**src/rtl/timer_pkg.sv**
```systemverilog
// Shared definitions for the multi-channel delay timer: FSM state codes,
// the default prescale ratio and a width helper for the prescaler.
package timer_pkg;

    localparam logic [1:0] IDLE    = 2'd0;
    localparam logic [1:0] RUN     = 2'd1;
    localparam logic [1:0] EXPIRED = 2'd2;

    localparam int DEFAULT_TICK_DIV = 100_000_000;

    // Like $clog2, but never below 1, so a divide-by-one prescaler still has a bit.
    function automatic int clog2_min1(input int n);
        return (n <= 2) ? 1 : $clog2(n);
    endfunction

endpackage

```
**src/rtl/timer_channel.sv**
```systemverilog
// One timer channel: an IDLE/RUN/EXPIRED FSM, a TICK_DIV prescaler and a tick
// counter that counts up to the delay latched when the channel starts.
module timer_channel
    import timer_pkg::*;
#(
    parameter int CNT_W    = 8,
    parameter int TICK_DIV = DEFAULT_TICK_DIV
) (
    input  logic             clk,
    input  logic             rst_n,
    input  logic             start,
    input  logic             pause,
    input  logic             periodic,
    input  logic [CNT_W-1:0] delay,
    output logic             done,
    output logic             expire,
    output logic             busy
);

    localparam int               PRE_W   = clog2_min1(TICK_DIV);
    localparam logic [PRE_W-1:0] PRE_MAX = PRE_W'(TICK_DIV - 1);
    localparam logic [CNT_W-1:0] CNT_ONE = CNT_W'(1);

    logic [1:0]       state;
    logic [PRE_W-1:0] pre;
    logic [PRE_W-1:0] pre_next;
    logic [CNT_W-1:0] cnt;
    logic [CNT_W-1:0] cnt_next;
    logic [CNT_W-1:0] lat_delay;
    logic [CNT_W-1:0] target;
    logic             lat_periodic;
    logic             tick;
    logic             hit;

    // A periodic zero delay reloads as if it were one tick; a one-shot zero
    // delay expires on the first unpaused RUN edge regardless of the prescaler.
    always_comb begin
        tick     = (pre == PRE_MAX);
        pre_next = tick ? '0 : pre + PRE_W'(1);
        cnt_next = tick ? cnt + CNT_ONE : cnt;
        target   = (lat_periodic && lat_delay == '0) ? CNT_ONE : lat_delay;
        hit      = (!lat_periodic && lat_delay == '0) || (cnt_next == target);
    end

    always_ff @(posedge clk or negedge rst_n) begin
        if (!rst_n) begin
            state        <= IDLE;
            pre          <= '0;
            cnt          <= '0;
            lat_delay    <= '0;
            lat_periodic <= 1'b0;
            done         <= 1'b0;
            expire       <= 1'b0;
            busy         <= 1'b0;
        end else begin
            expire <= 1'b0;
            case (state)
                IDLE: begin
                    pre <= '0;
                    cnt <= '0;
                    if (start) begin
                        state        <= RUN;
                        lat_delay    <= delay;
                        lat_periodic <= periodic;
                        busy         <= 1'b1;
                    end
                end
                RUN: begin
                    if (!start) begin
                        state <= IDLE;
                        pre   <= '0;
                        cnt   <= '0;
                        busy  <= 1'b0;
                    end else if (!pause) begin
                        if (hit) begin
                            expire <= 1'b1;
                            pre    <= '0;
                            cnt    <= '0;
                            if (!lat_periodic) begin
                                state <= EXPIRED;
                                done  <= 1'b1;
                                busy  <= 1'b0;
                            end
                        end else begin
                            pre <= pre_next;
                            cnt <= cnt_next;
                        end
                    end
                end
                EXPIRED: begin
                    if (!start) begin
                        state <= IDLE;
                        done  <= 1'b0;
                    end
                end
                default: begin
                    state <= IDLE;
                    pre   <= '0;
                    cnt   <= '0;
                    done  <= 1'b0;
                    busy  <= 1'b0;
                end
            endcase
        end
    end

endmodule

```
**src/rtl/multi_delay_timer.sv**
```systemverilog
// N_CH independent delay timers sharing only clock and reset; each channel
// takes its own CNT_W-bit slice of the packed delay bus.
module multi_delay_timer
    import timer_pkg::*;
#(
    parameter int N_CH     = 4,
    parameter int CNT_W    = 8,
    parameter int TICK_DIV = DEFAULT_TICK_DIV
) (
    input  logic                  clk,
    input  logic                  rst_n,
    input  logic [N_CH-1:0]       start,
    input  logic [N_CH-1:0]       pause,
    input  logic [N_CH-1:0]       periodic,
    input  logic [N_CH*CNT_W-1:0] delay,
    output logic [N_CH-1:0]       done,
    output logic [N_CH-1:0]       expire,
    output logic [N_CH-1:0]       busy
);

    for (genvar i = 0; i < N_CH; i++) begin : g_ch
        timer_channel #(
            .CNT_W    (CNT_W),
            .TICK_DIV (TICK_DIV)
        ) u_ch (
            .clk      (clk),
            .rst_n    (rst_n),
            .start    (start[i]),
            .pause    (pause[i]),
            .periodic (periodic[i]),
            .delay    (delay[i*CNT_W +: CNT_W]),
            .done     (done[i]),
            .expire   (expire[i]),
            .busy     (busy[i])
        );
    end

endmodule
```
**config.mk**
```make
export PLATFORM = sky130hd
export DESIGN_NAME = multi_delay_timer
export DESIGN_NICKNAME = d
export VERILOG_FILES = /design/src/rtl/timer_pkg.sv /design/src/rtl/timer_channel.sv /design/src/rtl/multi_delay_timer.sv
export SDC_FILE = /design/constraint.sdc
export NUM_CORES = 1
export LEC_CHECK = 0
export ABC_AREA = 1
export CAP_MARGIN = 20
export CORE_MARGIN = 2
export CORE_UTILIZATION = 50
export CTS_CLUSTER_SIZE = 40
export DETAILED_ROUTE_END_ITERATION = 8
export HOLD_SLACK_MARGIN = 0.1
export PLACE_DENSITY = 0.81
export SLEW_MARGIN = 20
export SYNTH_ARGS = -nofsm -noshare
export SYNTH_HDL_FRONTEND = slang
export SYNTH_SLANG_ARGS = --single-unit
export TNS_END_PERCENT = 10
```
**constraint.sdc**
```tcl
create_clock -name clk -period 2.1 [get_ports clk]
set_input_delay 0.42 -clock clk [delete_from_list [all_inputs] [get_ports clk]]
set_output_delay 0.42 -clock clk [all_outputs]
set_load 0.01 [all_outputs]
```
# Word-level counts from Yosys, hierarchy flattened
# Cells that the tools add are included.
# W data, S select, Z words.
# op_classes
bitwise	8
reduce_logical	44
add_sub_neg	8
eq_ne	52
muxes	136
# op_table
cell	n
$mux W27	16
$pmux W27 S2	4
$mux W8	20
$add A27 B1 Y27 const B	4
$eq A27 B27 Y1 const B	4
$pmux W8 S2	4
$mux W1	56
$mux W2	24
$ne A2 B2 Y1 const B	20
$reduce_and A5 Y1	8
$add A8 B1 Y8 const B	4
$eq A8 B8 Y1	4
$logic_not A8 Y1	4
$ne A3 B3 Y1 const B	8
$pmux W1 S3	8
$pmux W2 S3	4
$reduce_and A6 Y1	4
$reduce_and A2 Y1	8
$ne A3 B2 Y1 const B	4
$eq A2 B1 Y1 const B	4
$eq A2 B2 Y1 const B	4
$logic_and A1 B1 Y1	8
$logic_not A2 Y1	4
$ne A2 B1 Y1 const B	4
3 further kinds	16
# word_totals
inputBits	46
out_inout_bits	12
regBits	196
elab_cells	280

# Longest topological paths before layout
# depth
word_depth	9
ltp_mapped	20
depth_no_buf	20

# Cells and area by module
# From an unflattened synthesis, not the netlist that was laid out.
# unflattened
cells_unflattened	1730
hier_area_um2	12751.0
# modules_own_cells
module	n_inst	area_each_um2	cells_each	seq_area_each_um2
timer_channel at g_ch[0].u_ch ...	3	3174.3	429	1226.2
timer_channel at g_ch[3].u_ch	1	3228.1	443	1226.2

# Worst setup path after synthesis
# Ideal clock, no wire load.
# synth_path
kind	register to register
startpoint	register g_ch[1].u_ch.pre[0]
endpoint	register g_ch[1].u_ch.pre[0]
path_slack_ps	-108
period_less_slack_ps	2208
path_stages_with_launch	20
required_ps	1962
n_path_buf	1
arrival_ps	2070
setup_time_ps	138
cell_sequence	dfrtp_1 -> ha_1 -> nand3_1 -> inv_1 -> nand2_2 -> nor2_8 -> nand2_4 -> nand2_1 -> nand2_1 -> nand2_1 -> nand2_1 -> inv_1 -> nand2_1 -> nor2_1 -> nand2_2 -> nand2_4 -> nor2_8 -> nand2_4 -> buf_6 -> mux2i_4
# synth_via
elab_chain_len	8
elab_cells_between_ends	10
classes_between	1 x add/sub; 2 x eq/ne; 6 x mux; 1 x reduce/logical
# synth_lines
element	line_no	text
from (decl)	timer_channel.sv:25	logic [PRE_W-1:0] pre;
from (signal assigned)	timer_channel.sv:85	pre <= pre_next;
branches (longest 4 deep; another with $add A27 B1 Y27)	-	
$mux W27 (*)	timer_channel.sv:75	if (hit) begin
$mux W27 (*)	timer_channel.sv:74	end else if (!pause) begin
$mux W27 (*)	timer_channel.sv:69	if (!start) begin
$pmux W27 S2 (*)	timer_channel.sv:57	case (state)
# Every way passes the cells marked *. The select of a mux whose other input is x is not followed.
# A chain may end at the register's enable or synchronous reset.

# Worst setup path in the final report
# layout_path
startpoint	register g_ch[2].u_ch.pre[1]
endpoint	register g_ch[2].u_ch.pre[12]
# layout_via
elab_chain_len	8
elab_cells_between_ends	10
classes_between	1 x add/sub; 2 x eq/ne; 6 x mux; 1 x reduce/logical
# layout_lines
element	line_no
from (decl)	timer_channel.sv:25
from (signal assigned)	timer_channel.sv:85
branches (longest 4 deep; another with $add A27 B1 Y27)	-
$mux W27 (*)	timer_channel.sv:75
$mux W27 (*)	timer_channel.sv:74
$mux W27 (*)	timer_channel.sv:69
$pmux W27 S2 (*)	timer_channel.sv:57
# Marked as above.

==> run metrics <==
status=finished with violations; failing checks=negative setup slack; H-tree level count=4; PnR Total Power=11.9 mW; total inserted antenna cells=0; Hold WC Path Type=in2async; initial antenna violation count=0; met2 Resource Use GR=46.0%; DR iter-0 viols=1199; grt met1 use=31.9%; Avg Inst Size Synth=7.41 sq um; Pins Over Slew Limit=0; arrival time worst endpoint=3000 ps; Flop pwr share=38.6%; Area growth syn-to-layout=34.4%; met3 usage=3.18%; Startpoint Class=register; DIE WIDTH=161 um; Pint=7.43 mW; commonest non-fill, non-tap cell in the layout=nand2_1; CTS tree=yes; drt total wl=34800 um; area of the mapped netlist=0.0123 sq mm; Core Box Area=0.0242 sq mm; RSZ-0062 raised after global routing=yes; Die Area=0.0258 sq mm; DIE HEIGHT=161 um; Sink Count=196; minimum clock period=2630 ps; fin nets=2032; final worst-path cycle share=125%; worst skew pair latency=450 ps; # setup viols final=154; Root Driver=clkbuf_16; cells after synthesis=1657; clock tree buffer depth=2; CP startpoint=g_ch[2].u_ch.pre[1]; Worst Path Required=2470 ps; Placed Cells=2260; worst setup slack after layout=-527 ps; Final Skew=17.7 ps; FF-to-FF path depth=18; crit path cell chain=ha_2, nand2_2, nor2_4, nand2_2, nor2_4, nand2_4, nand2_1, nand2_1, nand2_1, nand2_1, nand2_1, nor2_2, nand2_2, nand3_4, inv_6, nand2_8, buf_12, o21ai_4; Final Hold Fails=0; vias per inst=5.45; CP max-delay cell=dfrtp_1; worst r2r src=g_ch[2].u_ch.pre[1]; Post-DRT Antenna Nets=0; first-pass detailed-route iteration total=6; Leakage=7.66 nW; Most Crowded Layer GR=met2; Sw Ratio=37.4%; Num CTS Buffers=17; Critical Path Most Common Cell=nand2_1; first-pass GRT wire length=55600 um; Setup CP Type=reg2reg; share of cells above drive strength 1=27.4%; distinct cell type count after synthesis=43; crit-path max FO=8; Slew HR=60.9%; via count of the routed design=12600; Max rail drop VDD=0.000848 V; Finished Layout Cells=2315; hold slack final=477 ps; Row Count=57; Final Instance Area=0.0165 sq mm; vias in the first global route=12400; Max Cap Violations=0; drt wl/cell=15.0 um; Synth Register Bits=196; Synth Net Count=1711; largest net degree at the start of global routing=55; synth warn=0; Tot GR Track Use=25.6%; biggest cell delay along the critical path=370 ps; Comb pwr share=33.3%; f_max=381 MHz; Critical Path End Type=register; placed cell area=0.0152 sq mm; slew of the pin with the lowest slew margin=585 ps; Clock transition at path regs=80 ps; NetSw=4.44 mW; commonest cells after routing, fill and taps aside=nand2_1 (451), buf_4 (259), dfrtp_1 (195), inv_1 (177), nor2_1 (132); global route total overflow=0; placed wire-length estimate=22400 um; Fin Setup TNS=-40170 ps; # port buffers=57; Placer Congestion=0.921; DRC Markers=0; num ports=58; sequential share of the synthesized area=40.0%; clock share of power=28.2%; Power Dens Cells=720 mW/mm^2; Starting Density=50.8%
[path summary, 6_finish.rpt]
kind / endpoint / slack [ps]
hold reg to reg: g_ch[3].u_ch.done / 480
setup / recovery: g_ch[2].u_ch.pre[12] / -530
min in group clk: g_ch[3].u_ch.done / 480
hold / removal: g_ch[2].u_ch.pre[5] / 480
max in group asynchronous: g_ch[3].u_ch.state[1] / 940
setup reg to reg: g_ch[2].u_ch.pre[12] / -530
[cell type report]
type | count | area [sq um]
Timing Repair Buffer | 345 | 2990
Inverter | 193 | 729
Fill cell | 1681 | 7680
Multi-Input combinational cell | 1225 | 6880
Clock inverter | 15 | 164
Tap cell | 324 | 405
Clock buffer | 17 | 425
Sequential cell | 196 | 4910
[kinds of logic (layout without fill, tap and decap cells)]
group | count (synthesis) | in the layout | synth area share, %
buf+inv | 236 | 570 | 8.06
flops | 196 | 196 | 40.0
mux | 2 | 2 | 0.265
simple gates | 914 | 914 | 33.2
compound gates | 208 | 208 | 11.0
xor+xnor | 93 | 93 | 6.64
fa+ha+maj | 8 | 8 | 0.816
[sequential cells by signal, summed over array words and instances (netlist names)]
register                count
g_ch.u_ch.busy              4
g_ch.u_ch.cnt              32
g_ch.u_ch.done              4
g_ch.u_ch.expire            4
g_ch.u_ch.lat_delay        32
g_ch.u_ch.lat_periodic      4
g_ch.u_ch.pre             108
g_ch.u_ch.state             8
[worst max-delay path, delay by kind of cell, from the launching register on]
kind	cells	cell delay, ps
adder cells (fa/ha/maj)	1	190
flip-flops	1	370
AO/OA/AOI/OAI	1	140
AND/OR/NAND/NOR	14	1550
buffers and inverters	2	270
[through the flow]
stage | worst slack, ps | utilization [%]
after detailed placement | -292 | 62.7
after CTS | -205 | 66.1
after floorplan | -54.4 | -
after global placement | -148 | 62.7
final | -527 | 68.2
after global routing | -604 | 68.2
[power by group through the flow]
stage	registers [mW]	clock network [mW]	logic [mW]
floorplan	4.55	0	2.21
global placement	4.60	0	3.30
detailed placement	4.62	0	3.42
CTS	4.54	3.39	3.58
finish	4.58	3.34	3.95
global route	4.62	3.55	4.33
[cell usage after synthesis]
library cell | n | area (sq um)
a21boi_2 | 1 | 11.3
a21o_1 | 1 | 7.51
or2_2 | 1 | 6.26
xor2_1 | 64 | 561
nand3_4 | 1 | 17.5
o21ai_0 | 69 | 345
nor3_1 | 22 | 110
mux2i_1 | 1 | 10.0
nor4_1 | 13 | 81.3
a31o_2 | 1 | 8.76
a21oi_2 | 1 | 8.76
nor3_2 | 1 | 10.0
nor3b_1 | 2 | 15.0
nand4_1 | 38 | 238
o22ai_2 | 12 | 150
clkbuf_2 | 1 | 5.00
nand2_4 | 5 | 56.3
nor2_2 | 6 | 37.5
nor2_1 | 145 | 544
ha_1 | 8 | 100
xnor2_1 | 29 | 254
mux2i_4 | 1 | 22.5
clkinv_1 | 2 | 7.51
nand2_2 | 13 | 81.3
clkbuf_1 | 21 | 78.8
o21bai_1 | 1 | 7.51
nand2_1 | 491 | 1840
nand3_1 | 147 | 736
nand3_2 | 2 | 20.0
o21ai_1 | 11 | 55.1
nand3b_1 | 12 | 90.1
nor4_2 | 2 | 25.0
dfrtp_1 | 196 | 4900
nor2_8 | 2 | 40.0
o21ai_2 | 49 | 429
nor2_4 | 11 | 124
o32ai_1 | 1 | 8.76
buf_6 | 6 | 67.6
inv_2 | 5 | 18.8
inv_1 | 186 | 698
o22ai_1 | 14 | 87.6
a21oi_1 | 47 | 235
buf_4 | 15 | 113
[per-layer routing]
| layer | vias up | wire [um] |
|---|---|---|
| met4 | 0 | 975 |
| met1 | 6032 | 14400 |
| met3 | 118 | 1520 |
| li1 | 5989 | - |
| met5 | - | 0 |
| met2 | 468 | 17900 |
[what timing repair did]
action,CTS,global route
buffers inserted,8,13
pin swaps,13,39
hold endpoints to repair,49,0
gates resized for setup,56,120
gates cloned,1,1
hold buffers,1,0
endpoints found under the setup margin,157,160
Power figures use the tool's default switching activity.
